<file path="src/rtl/note_sequencer.sv">
// Step sequencer that plays short songs from an internal ROM as one-hot tone selects.
// Optional SEQ_LOOP_EN: an end marker restarts the latched song at step 0 instead of finishing.
module note_sequencer #(
    parameter int TICK_CYCLES = 12500000,
    parameter int GAP_TICKS   = 1
) (
    input  logic       clk,
    input  logic       rst,
    input  logic       start,
    input  logic       stop,
    input  logic [1:0] song_id,
    output logic [4:0] tone_sel,
    output logic       busy,
    output logic       note_strobe,
    output logic       done
);

    typedef enum logic [1:0] {
        S_IDLE,
        S_PLAY,
        S_GAP,
        S_DONE
    } state_t;

    localparam logic [23:0] TC_M1  = 24'(TICK_CYCLES - 1);
    localparam logic [3:0]  GAP_M1 = 4'((GAP_TICKS == 0) ? 0 : GAP_TICKS - 1);
    localparam bit          NO_GAP = (GAP_TICKS == 0);

    state_t      state;
    logic [1:0]  song;
    logic [3:0]  idx;
    logic [3:0]  dur_q;
    logic [23:0] tick;
    logic [3:0]  tcnt;

    logic [1:0]  ld_song;
    logic [3:0]  ld_idx;
    logic [6:0]  ld_word;
    logic        ld_end;
    logic [2:0]  ld_note;
    logic [3:0]  ld_dur;
    logic        tick_last;
    logic        play_end;
    logic        gap_end;
    logic        adv;

    // Song ROM: each word is {note[2:0], dur[3:0]}; unlisted steps read as END.
    function automatic logic [6:0] rom(input logic [1:0] s, input logic [3:0] i);
        logic [6:0] w;
        w = {3'd7, 4'd0};
        case ({s, i})
            6'h00: w = {3'd0, 4'd1};
            6'h01: w = {3'd1, 4'd2};
            6'h02: w = {3'd5, 4'd1};
            6'h03: w = {3'd4, 4'd1};
            6'h10: w = {3'd2, 4'd2};
            6'h11: w = {3'd3, 4'd1};
            6'h12: w = {3'd0, 4'd0};
            6'h13: w = {3'd5, 4'd2};
            6'h14: w = {3'd1, 4'd1};
            6'h15: w = {3'd6, 4'd0};
            6'h20: w = {3'd4, 4'd1};
            6'h21: w = {3'd3, 4'd1};
            6'h22: w = {3'd2, 4'd1};
            6'h23: w = {3'd1, 4'd1};
            6'h24: w = {3'd0, 4'd3};
            6'h30: w = {3'd0, 4'd1};
            6'h31: w = {3'd2, 4'd1};
            6'h32: w = {3'd4, 4'd2};
            6'h33: w = {3'd2, 4'd1};
            6'h34: w = {3'd0, 4'd2};
            6'h35: w = {3'd5, 4'd1};
            6'h36: w = {3'd3, 4'd1};
            6'h37: w = {3'd1, 4'd1};
            6'h38: w = {3'd0, 4'd4};
            default: w = {3'd7, 4'd0};
        endcase
        return w;
    endfunction

    // Work out which step loads next and whether it ends the song.
    always_comb begin
        ld_song = (state == S_IDLE) ? song_id : song;
        ld_idx  = (state == S_IDLE) ? 4'd0 : idx + 4'd1;
        ld_end  = (state != S_IDLE) && (idx == 4'd15);
        ld_word = rom(ld_song, ld_idx);
        if (ld_word[6:5] == 2'b11)
            ld_end = 1'b1;
`ifdef SEQ_LOOP_EN
        if (ld_end && state != S_IDLE) begin
            ld_idx  = 4'd0;
            ld_word = rom(song, 4'd0);
            ld_end  = (ld_word[6:5] == 2'b11);
        end
`endif
        ld_note   = ld_word[6:4];
        ld_dur    = (ld_word[3:0] == 4'd0) ? 4'd1 : ld_word[3:0];
        tick_last = (tick == TC_M1);
        play_end  = (state == S_PLAY) && tick_last && (tcnt == dur_q - 4'd1);
        gap_end   = (state == S_GAP) && tick_last && (tcnt == GAP_M1);
        adv       = ((state == S_IDLE) && start) ||
                    (play_end && NO_GAP) || gap_end;
    end

    // Sequencer FSM with registered outputs; stop and rst take priority.
    always_ff @(posedge clk) begin
        if (rst) begin
            state       <= S_IDLE;
            song        <= 2'd0;
            idx         <= 4'd0;
            dur_q       <= 4'd1;
            tick        <= 24'd0;
            tcnt        <= 4'd0;
            tone_sel    <= 5'd0;
            busy        <= 1'b0;
            note_strobe <= 1'b0;
            done        <= 1'b0;
        end else if (stop) begin
            state       <= S_IDLE;
            idx         <= 4'd0;
            tick        <= 24'd0;
            tcnt        <= 4'd0;
            tone_sel    <= 5'd0;
            busy        <= 1'b0;
            note_strobe <= 1'b0;
            done        <= 1'b0;
        end else begin
            note_strobe <= 1'b0;
            done        <= 1'b0;
            if (adv) begin
                tick <= 24'd0;
                tcnt <= 4'd0;
                if (state == S_IDLE)
                    song <= song_id;
                if (ld_end) begin
                    state    <= S_DONE;
                    idx      <= 4'd0;
                    tone_sel <= 5'd0;
                    busy     <= 1'b0;
                    done     <= 1'b1;
                end else begin
                    state       <= S_PLAY;
                    idx         <= ld_idx;
                    dur_q       <= ld_dur;
                    tone_sel    <= (ld_note < 3'd5) ? (5'b00001 << ld_note) : 5'd0;
                    note_strobe <= (ld_note < 3'd5);
                    busy        <= 1'b1;
                end
            end else begin
                case (state)
                    S_PLAY, S_GAP: begin
                        if (play_end) begin
                            state    <= S_GAP;
                            tone_sel <= 5'd0;
                            tick     <= 24'd0;
                            tcnt     <= 4'd0;
                        end else if (tick_last) begin
                            tick <= 24'd0;
                            tcnt <= tcnt + 4'd1;
                        end else begin
                            tick <= tick + 24'd1;
                        end
                    end
                    S_DONE: begin
                        state <= S_IDLE;
                    end
                    default: begin
                        state <= S_IDLE;
                    end
                endcase
            end
        end
    end

endmodule
</file>
<file path="config.mk">
export PLATFORM = sky130hd
export DESIGN_NAME = note_sequencer
export DESIGN_NICKNAME = d
export VERILOG_FILES = /design/src/rtl/note_sequencer.sv
export SDC_FILE = /design/constraint.sdc
export NUM_CORES = 1
export LEC_CHECK = 0
export CELL_PAD_IN_SITES_DETAIL_PLACEMENT = 1
export CELL_PAD_IN_SITES_GLOBAL_PLACEMENT = 1
export CORE_ASPECT_RATIO = 1.75
export CORE_MARGIN = 3
export CORE_UTILIZATION = 40
export CTS_CLUSTER_DIAMETER = 30
export CTS_CLUSTER_SIZE = 14
export DETAILED_ROUTE_END_ITERATION = 8
export PLACE_DENSITY = 0.67
export SETUP_SLACK_MARGIN = 0.1
export SYNTH_ARGS = -nofsm -noshare
export SYNTH_HDL_FRONTEND = slang
export SYNTH_SLANG_ARGS = --single-unit
</file>
<file path="constraint.sdc">
create_clock -name clk -period 9.85 [get_ports clk]
set_clock_uncertainty 0.15 [all_clocks]
set_input_delay 1.4775 -clock clk [delete_from_list [all_inputs] [get_ports clk]]
set_output_delay 1.4775 -clock clk [all_outputs]
set_load 0.01 [all_outputs]
</file>
======== After elaboration in Yosys (flattened, before gate mapping) ========
Memories as Yosys holds them, arrays and structs flattened.
Cells that the tools add are included.
storage, ports and cells
  input port bits ......................... 6
  register bits ........................... 48
  memories ................................ 1
  memory bits (read-only) ................. 384
  output and inout port bits .............. 8
operators by class
  bitwise logic cells ..................... 3
  reduce and logical (&&, ||, !) cells .... 23
  muxes and demuxes ....................... 20
  eq/ne operators ......................... 7
  add/subtract/negate cells ............... 4
  magnitude comparators ................... 1
  shift operators ......................... 1
memory list
  memory           depth  width  read ports  clocked after memory_dff  write ports  RTL line  RTL
  (no name shown)  64     6      1           0                         0            51        case ({s, i})
operators with widths
  operator               number
  $mux 24                2
  $mux 5                 5
  $add 24x1->24 const B  1
  $eq 24x24->1 const B   1
  $mux 4                 5
  $mux 2                 5
  $add 4x1->4 const B    2
  $logic_not 4->1        2
  $reduce_bool 2->1      4
  $logic_and 1x1->1      6
  $reduce_and 2->1       3
  $reduce_or 3->1        2
  $shl 1x3->5 const A    1
  $eq 2x2->1 const B     2
  $eq 4x4->1             1
  $eq 4x4->1 const B     1
  $reduce_or 2->1        2
  $reduce_or 4->1        1
  $sub 4x1->4 const B    1
  $lt 3x3->1 const B     1
  $mux 1                 3
  $ne 3x3->1 const B     1
  $not 1->1              3
  $reduce_and 3->1       1
  other kinds (3)        3

======== Longest topological paths before layout ========
Gate-level depths: netlist of the first run.
An unclocked memory read counts as a cell.
  depth in word-level cells ............... 7
  gate-level depth with buffers ........... 14
  mapped depth without buffers ............ 12

======== Least setup slack after synthesis of the first run ========
OpenSTA, ideal clock, no wires.
  path kind ............................... input to register
  start point ............................. in song_id[0]
  end point ............................... reg dur_q[1]
  data required time ...................... 9577 ps
  library setup time ...................... 123 ps
  path buffers ............................ 1
  data arrival time ....................... 3064 ps
  path slack .............................. 6513 ps
  stages on the path ...................... 7
  path through ............................ mux2_2 o211ai_1 o2111ai_1 and4_4 buf_6 a2111oi_4 mux2_1
on the way
  cells in the longest elaborated chain, start to end .. 6
  elaborated cells between the ends (all ways) .. 8
  classes of those cells .................. 1 x eq/ne; 3 x mux; 1 x bitwise; 2 x reduce/logical; 1 x memory
RTL lines
  what                        RTL line  RTL
  start: declaration          11        input logic [1:0] song_id,
  $mux 2 *                    n/a
  $mem_v2 64x6 *              n/a
  $eq 2x2->1                  87        if (ld_word[6:5] == 2'b11)
  $mux 1                      87
  $not 1->1 (no line)         n/a
  $reduce_and 3->1 (no line)  n/a
  end signal: assignment      144       dur_q <= ld_dur;
  end: declaration            32        logic [3:0] dur_q;
Mark *: on every way between the ends. The rest lies on a longest branch, timed or not.
A chain may end at the register's enable or synchronous reset.

======== Worst setup path after layout of the first run ========
Same ends and word-level chain as after synthesis.

==> flow_metrics.env, run 1 <==
export IMPL_final_nets=369
export IMPL_grt_pass1_vias=2652
export IMPL_cts_hold_buffers_added=0
export IMPL_die_area_um2=8200
export IMPL_clk_path_buf_depth=2
export IMPL_drtPass1Iterations=4
export IMPL_maxSlewHeadroom_pct=57.1
export IMPL_rows=40
export IMPL_dpl_hpwl_um=6200
export IMPL_yosysMostFrequentCell="nor2_1"
export IMPL_core_um2=6910
export IMPL_cp_start_kind="primary input"
export IMPL_fmax_mhz=271
export IMPL_p_int_w=0.000335
export IMPL_finalPower_w=0.000436
export IMPL_setup_tns_ps=0
export IMPL_netlist_instances=336
export IMPL_drtIter0Drc=87
export IMPL_start_util_pct=41.2
export IMPL_antenna_found_initial=0
export IMPL_min_period_over_period_pct=37.4
export IMPL_drc_errors=0
export IMPL_pwr_share_seq_pct=44.6
export IMPL_powerDensity_nw_per_um2=135
export IMPL_num_vias=2474
export IMPL_maxCapViolCount=0
export IMPL_synth_seq_cells=47
export IMPL_cts_root_buffer="clkbuf_16"
export IMPL_multi_input_comb_area_um2=1820
export IMPL_hold_path_class="flop to flop"
export IMPL_n_fill_cell=860
export IMPL_vdd_drop_max_v=0.000117
export IMPL_async_flop_share_pct=0
export IMPL_cts_tree="done"
export IMPL_clkSinkCount=47
export IMPL_cts_resized=0
export IMPL_synth_ff_type="dfxtp_1"
export IMPL_p_clk_share_pct=45.3
export IMPL_die_width_um=69.8
export IMPL_cp_arrival_ps=3710
export IMPL_wl_um=7820
export IMPL_comb_power_share_pct=10.0
export IMPL_ys_top_cells_by_count="nor2_1, dfxtp_1, a21oi_1, nand2_1, xor2_1"
export IMPL_finalHoldViolations=0
export IMPL_place_congestion=0.889
export IMPL_period_needed_ps=3690
export IMPL_status="finished, final reports clean"
export IMPL_swShare_pct=23.2
export IMPL_h_tree_depth=2
export IMPL_path_cells="clkdlybuf4s50_1 > mux2_2 > and2_1 > nand4_1 > and4_4 > a2111oi_4 > mux2_1"
export IMPL_io_buffers=13
export IMPL_synth_edf_count=0
export IMPL_crit_slowest_cell="clkdlybuf4s50_1"
export IMPL_p_sw_w=0.000101
export IMPL_n_antenna_cell=0
export IMPL_grt_max_degree=23
export IMPL_drv_slew=0
export IMPL_rsz0062_at_grt="false"
export IMPL_path_clk_slew_ps=60
export IMPL_viasPerCell=5.70
export IMPL_worstPathMaxFanout=7
export IMPL_p_leak_nw=1.17
export IMPL_clock_insertion_delay_worst_skew_ps=290
export IMPL_ios=14
export IMPL_area_growth_pct=13.5
export IMPL_place_ws_ps=5890
export IMPL_criticalPathCategory="primary input to flop"
export IMPL_synth_area_um2=2850
export IMPL_synth_area_leader_cell="dfxtp_1"
export IMPL_drive_above_1_share_pct=6.29
export IMPL_cts_buffers=5
export IMPL_synth_distinct_cells=62
export IMPL_synth_top_cell_area_share_pct=33.1
export IMPL_synth_area_leaders="dfxtp_1, nor2_1, ha_1, xor2_1, xnor2_1"
export IMPL_seqCellArea_um2=941
export IMPL_wl_per_cell_um=18.0
export IMPL_end_kind="flop"
export IMPL_postSynthAreaPerCell_um2=8.47
export IMPL_tightest_slew_ps=643
export IMPL_syn_nets=356
export IMPL_drtAntennaViolNets=0
export IMPL_yosysSeqAreaShare_pct=33.1
export IMPL_cp_required_ps=9870
export IMPL_overflow=0
export IMPL_setup_slack_ps=6160
export IMPL_cp_slowest_stage_delay_ps=560
export IMPL_grt_usage_pct=20.2
export IMPL_setup_viol=0
export IMPL_fin_util_pct=46.8
export IMPL_grt_pass1_wl_um=13300
export IMPL_post_cts_buffers=0
export IMPL_yosys_warnings=0
export IMPL_die_height_um=118
state kept, by name, indices dropped and copies added, names as in the netlist:
name         count
busy             1
done             1
dur_q            3
idx              4
note_strobe      1
song             2
state            2
tcnt             4
tick            24
tone_sel         5
placed cells by master (no fill, tap or decap), drive strengths merged, types with 5 or more instances in the layout:
cell type,synthesis,layout
nand2,20,20
nor3,9,9
a21oi,20,20
dfxtp,47,47
clkdlybuf4s50,0,13
a32o,6,6
xor2,17,17
clkbuf,8,6
mux2,5,5
inv,10,10
xnor2,13,13
nor2b,9,9
and3,11,11
o21ai,10,10
nand3,13,13
and2,9,9
and4,5,5
ha,14,14
nor2,49,49
nand4,9,9
layout make-up:
class / count / area share [%]
clock inverter: 2 / 1.08
multi-input combinational: 268 / 56.2
sequential: 47 / 29.1
clock buffer: 6 / 4.30
inverter: 11 / 1.28
timing repair buffer: 16 / 4.73
tap: 84 / 3.25
through the flow:
step,hold WS (ps),cell area [um2],std cells
2_1_floorplan,303,2850,336
3_3_place_gp,307,3060,426
3_5_place_dp,296,3060,426
4_1_cts,312,3230,434
5_1_grt,345,3230,434
6_report,305,3230,434
layer usage:
metal  global-route usage [%]  wire length (um)  vias up
li1                         -                 -     1225
met1                     19.9              2810     1196
met2                     39.7              4520       33
met3                     3.08               171       20
met4                     9.59               323        0
met5                        0                 0        -
final timing paths:
path,startpoint,to,slack [ps],depth (start not counted)
worst min register to register,tone_sel[3],tone_sel[3],310,1
worst max-delay path,song_id[0],dur_q[1],6160,7
worst max register to register,state[0],dur_q[1],6220,12
worst min-delay path,tone_sel[3],tone_sel[3],310,1
cell families after synthesis:
family                     after synthesis  synth area share [%]
muxes                                    8                  3.61
buffers and inverters                   21                  3.12
and+or+nand+nor                        150                  27.5
adders and majority gates               14                  6.16
DFF                                     47                  33.1
AOI/OAI and AO/OA                       66                  17.1
xor gates and xnor gates                30                  9.50
worst max-delay path: cells and delay by family:
family / cells / cell delay (ps)
AO/OA/AOI/OAI: 1 / 460
AND/OR/NAND/NOR: 3 / 580
buffers and inverters: 1 / 560
multiplexers: 2 / 630
power by group through the flow:
stage               registers [W]   logic, W  clock network [W]
global placement         0.000199  0.0000432                  0
finish                   0.000195  0.0000438           0.000198
global route             0.000195  0.0000489           0.000210
CTS                      0.000195  0.0000441           0.000203
floorplan                0.000198  0.0000302                  0
detailed placement       0.000199  0.0000438                  0
No activity file was read; power rests on OpenSTA's default activity.
==> run 2, diff against run 1 <==
==> constraint.sdc (replaced) <==
create_clock -name clk -period 3.4 [get_ports clk]
set_clock_uncertainty 0.15 [all_clocks]
set_input_delay 0.51 -clock clk [delete_from_list [all_inputs] [get_ports clk]]
set_output_delay 0.51 -clock clk [all_outputs]
set_load 0.01 [all_outputs]
==> run 2 against run 1 <==
Compared with the run above:
- global-route usage increased by 0.53 points
- sequential power rose to 2.9 times the previous value
- cell area is 3.3% higher
- non-clock buffer count increased by 10
- wire length rose by 3.9%
- clock power grew to 3.2 times the previous value
- combinational power rose to 3.2 times the previous value
- first-iteration DRC count rose by 8.0%
- clock-buffer cell count down 1
- largest cell class unchanged
==> flow_metrics.env, run 2 (same netlist as run 1, synthesis figures left out) <==
export IMPL_status="finished, final reports clean"
export IMPL_pwr_share_seq_pct=42.1
export IMPL_setup_tns_ps=0
export IMPL_worstPathMaxFanout=7
export IMPL_cp_required_ps=3420
export IMPL_placed_cell_area_um2=3130
export IMPL_p_clk_share_pct=47.5
export IMPL_drv_slew=0
export IMPL_p_leak_nw=1.23
export IMPL_maxCapViolCount=0
export IMPL_area_growth_pct=17.2
export IMPL_grt_pass1_vias=2715
export IMPL_cp_arrival_ps=3150
export IMPL_drtIter0Drc=94
export IMPL_viasPerCell=5.77
export IMPL_wl_um=8130
export IMPL_wl_per_cell_um=18.3
export IMPL_io_buffers=13
export IMPL_rrSetupSlack_ps=270
export IMPL_largest_register="tick"
export IMPL_ios=14
export IMPL_rows=40
export IMPL_drtPass1Iterations=4
export IMPL_drtAntennaViolNets=0
export IMPL_holdPathStages=1
export IMPL_tightest_slew_ps=758
export IMPL_start_util_pct=41.2
export IMPL_die_height_um=118
export IMPL_dpl_hpwl_um=6530
export IMPL_comb_power_share_pct=10.4
export IMPL_clkSinkCount=47
export IMPL_rr_startpoint="state[0]"
export IMPL_drive_above_1_share_pct=9.72
export IMPL_clk_path_buf_depth=2
export IMPL_cts_root_buffer="clkbuf_16"
export IMPL_powerDensity_nw_per_um2=400
export IMPL_path_clk_slew_ps=60
export IMPL_grt_max_degree=23
export IMPL_fmax_mhz=320
export IMPL_overflow=0
export IMPL_cts_buffers=5
export IMPL_largest_reg_flops=24
export IMPL_drc_errors=0
export IMPL_die_width_um=69.8
export IMPL_period_needed_ps=3130
export IMPL_swShare_pct=22.5
export IMPL_final_area_um2=3340
export IMPL_n_antenna_cell=0
export IMPL_final_nets=379
export IMPL_place_congestion=0.942
export IMPL_hp_start="tone_sel[3]"
export IMPL_maxSlewHeadroom_pct=49.5
export IMPL_grt_usage_pct=20.7
export IMPL_cp_start_kind="flop"
export IMPL_vdd_drop_max_v=0.000368
export IMPL_p_int_w=0.00103
export IMPL_die_area_um2=8200
export IMPL_setup_viol=0
export IMPL_grt_pass1_wl_um=13600
export IMPL_largestRegisters="tick x24, tone_sel x5"
export IMPL_min_period_over_period_pct=91.9
export IMPL_p_sw_w=0.000301
export IMPL_worstHoldEndpoint="tone_sel[3]"
export IMPL_instances_no_fill=444
export IMPL_reg2regPathDepth=12
export IMPL_end_kind="flop"
export IMPL_hold_path_class="flop to flop"
export IMPL_reg2reg_to="dur_q[2]"
export IMPL_rsz0062_at_grt="false"
export IMPL_dpl_cell_count=436
export IMPL_finalHoldViolations=0
export IMPL_criticalPathCategory="flop to flop"
export IMPL_n_fill_cell=849
export IMPL_antenna_found_initial=0
export IMPL_core_um2=6910
export IMPL_fin_util_pct=48.3
export IMPL_clock_insertion_delay_worst_skew_ps=290
export IMPL_num_vias=2561
export IMPL_h_tree_depth=2
export IMPL_final_cell_mix="nor2_1, dfxtp_1, nand2_1"
export IMPL_cts_tree="done"
[run 2: cell types whose count changed in the layout (fill, tap and decap cells not counted), sizes merged]
cell	delta
buf	+10
bufinv	+1
clkbuf	-1
clkinv	-1
clkinvlp	+1
[run 2: cell type report]
class / instances / area [um2] / share of cell area [%]
Multi-Input combinational cell: 268 / 1830 / 54.8
Timing Repair Buffer: 26 / 228 / 6.83
Clock buffer: 5 / 125 / 3.75
Clock inverter: 3 / 67.6 / 2.03
Sequential cell: 47 / 941 / 28.2
Inverter: 11 / 41.3 / 1.24
Tap cell: 84 / 105 / 3.15
[run 2: power by group through the flow]
stage	clock, W	combinational [W]	sequential, W
global placement	0	0.000136	0.000575
CTS	0.000651	0.000139	0.000562
finish	0.000635	0.000139	0.000562
global route	0.000665	0.000153	0.000563
detailed placement	0	0.000138	0.000575
floorplan	0	0.0000874	0.000573
[run 2: per-layer routing]
metal	up-vias	part of all wire [%]	track usage [%]
li1	1249	-	-
met1	1252	35	19.2
met2	36	59	41.7
met3	24	1.8	2.99
met4	0	4.2	10.8
met5	-	0	0
[run 2: stage by stage]
step | setup WS [ps] | total power [W] | hold WS (ps)
after floorplan | 240 | 0.000661 | 303
after global placement | 242 | 0.000711 | 305
after detailed placement | 199 | 0.000713 | 310
after CTS | 185 | 0.00135 | 334
after global routing | 106 | 0.00138 | 344
final | 274 | 0.00134 | 321
[run 2: repair_timing]
item                                    4_1_cts  5_1_grt
endpoints found under the hold margin         0        0
hold buffers                                  0        0
gates resized for setup                       0        3
endpoints found under the setup margin        0        8
buffers inserted                              0        0
[run 2: critical path, stage by stage, from the launching register on]
cell       delay [ps]
dfxtp_1           320
inv_1             100
ha_1              280
clkinv_1          120
nand2_1           150
inv_1             120
ha_1              250
a21oi_1           190
a22o_1            160
nand3_1            90
and4_4            260
a2111oi_4         440
mux2_1            380
[run 2: how the worst max path moves through the flow]
stage | depth (start not counted) | end | slack, ps | from
final | 12 | dur_q[2] | 270 | state[0]
after global routing | 12 | dur_q[2] | 110 | state[0]
after CTS | 11 | idx[0] | 190 | state[1]
after detailed placement | 11 | idx[0] | 200 | state[1]
after global placement | 11 | idx[0] | 240 | state[0]
after floorplan | 13 | idx[0] | 240 | state[0]
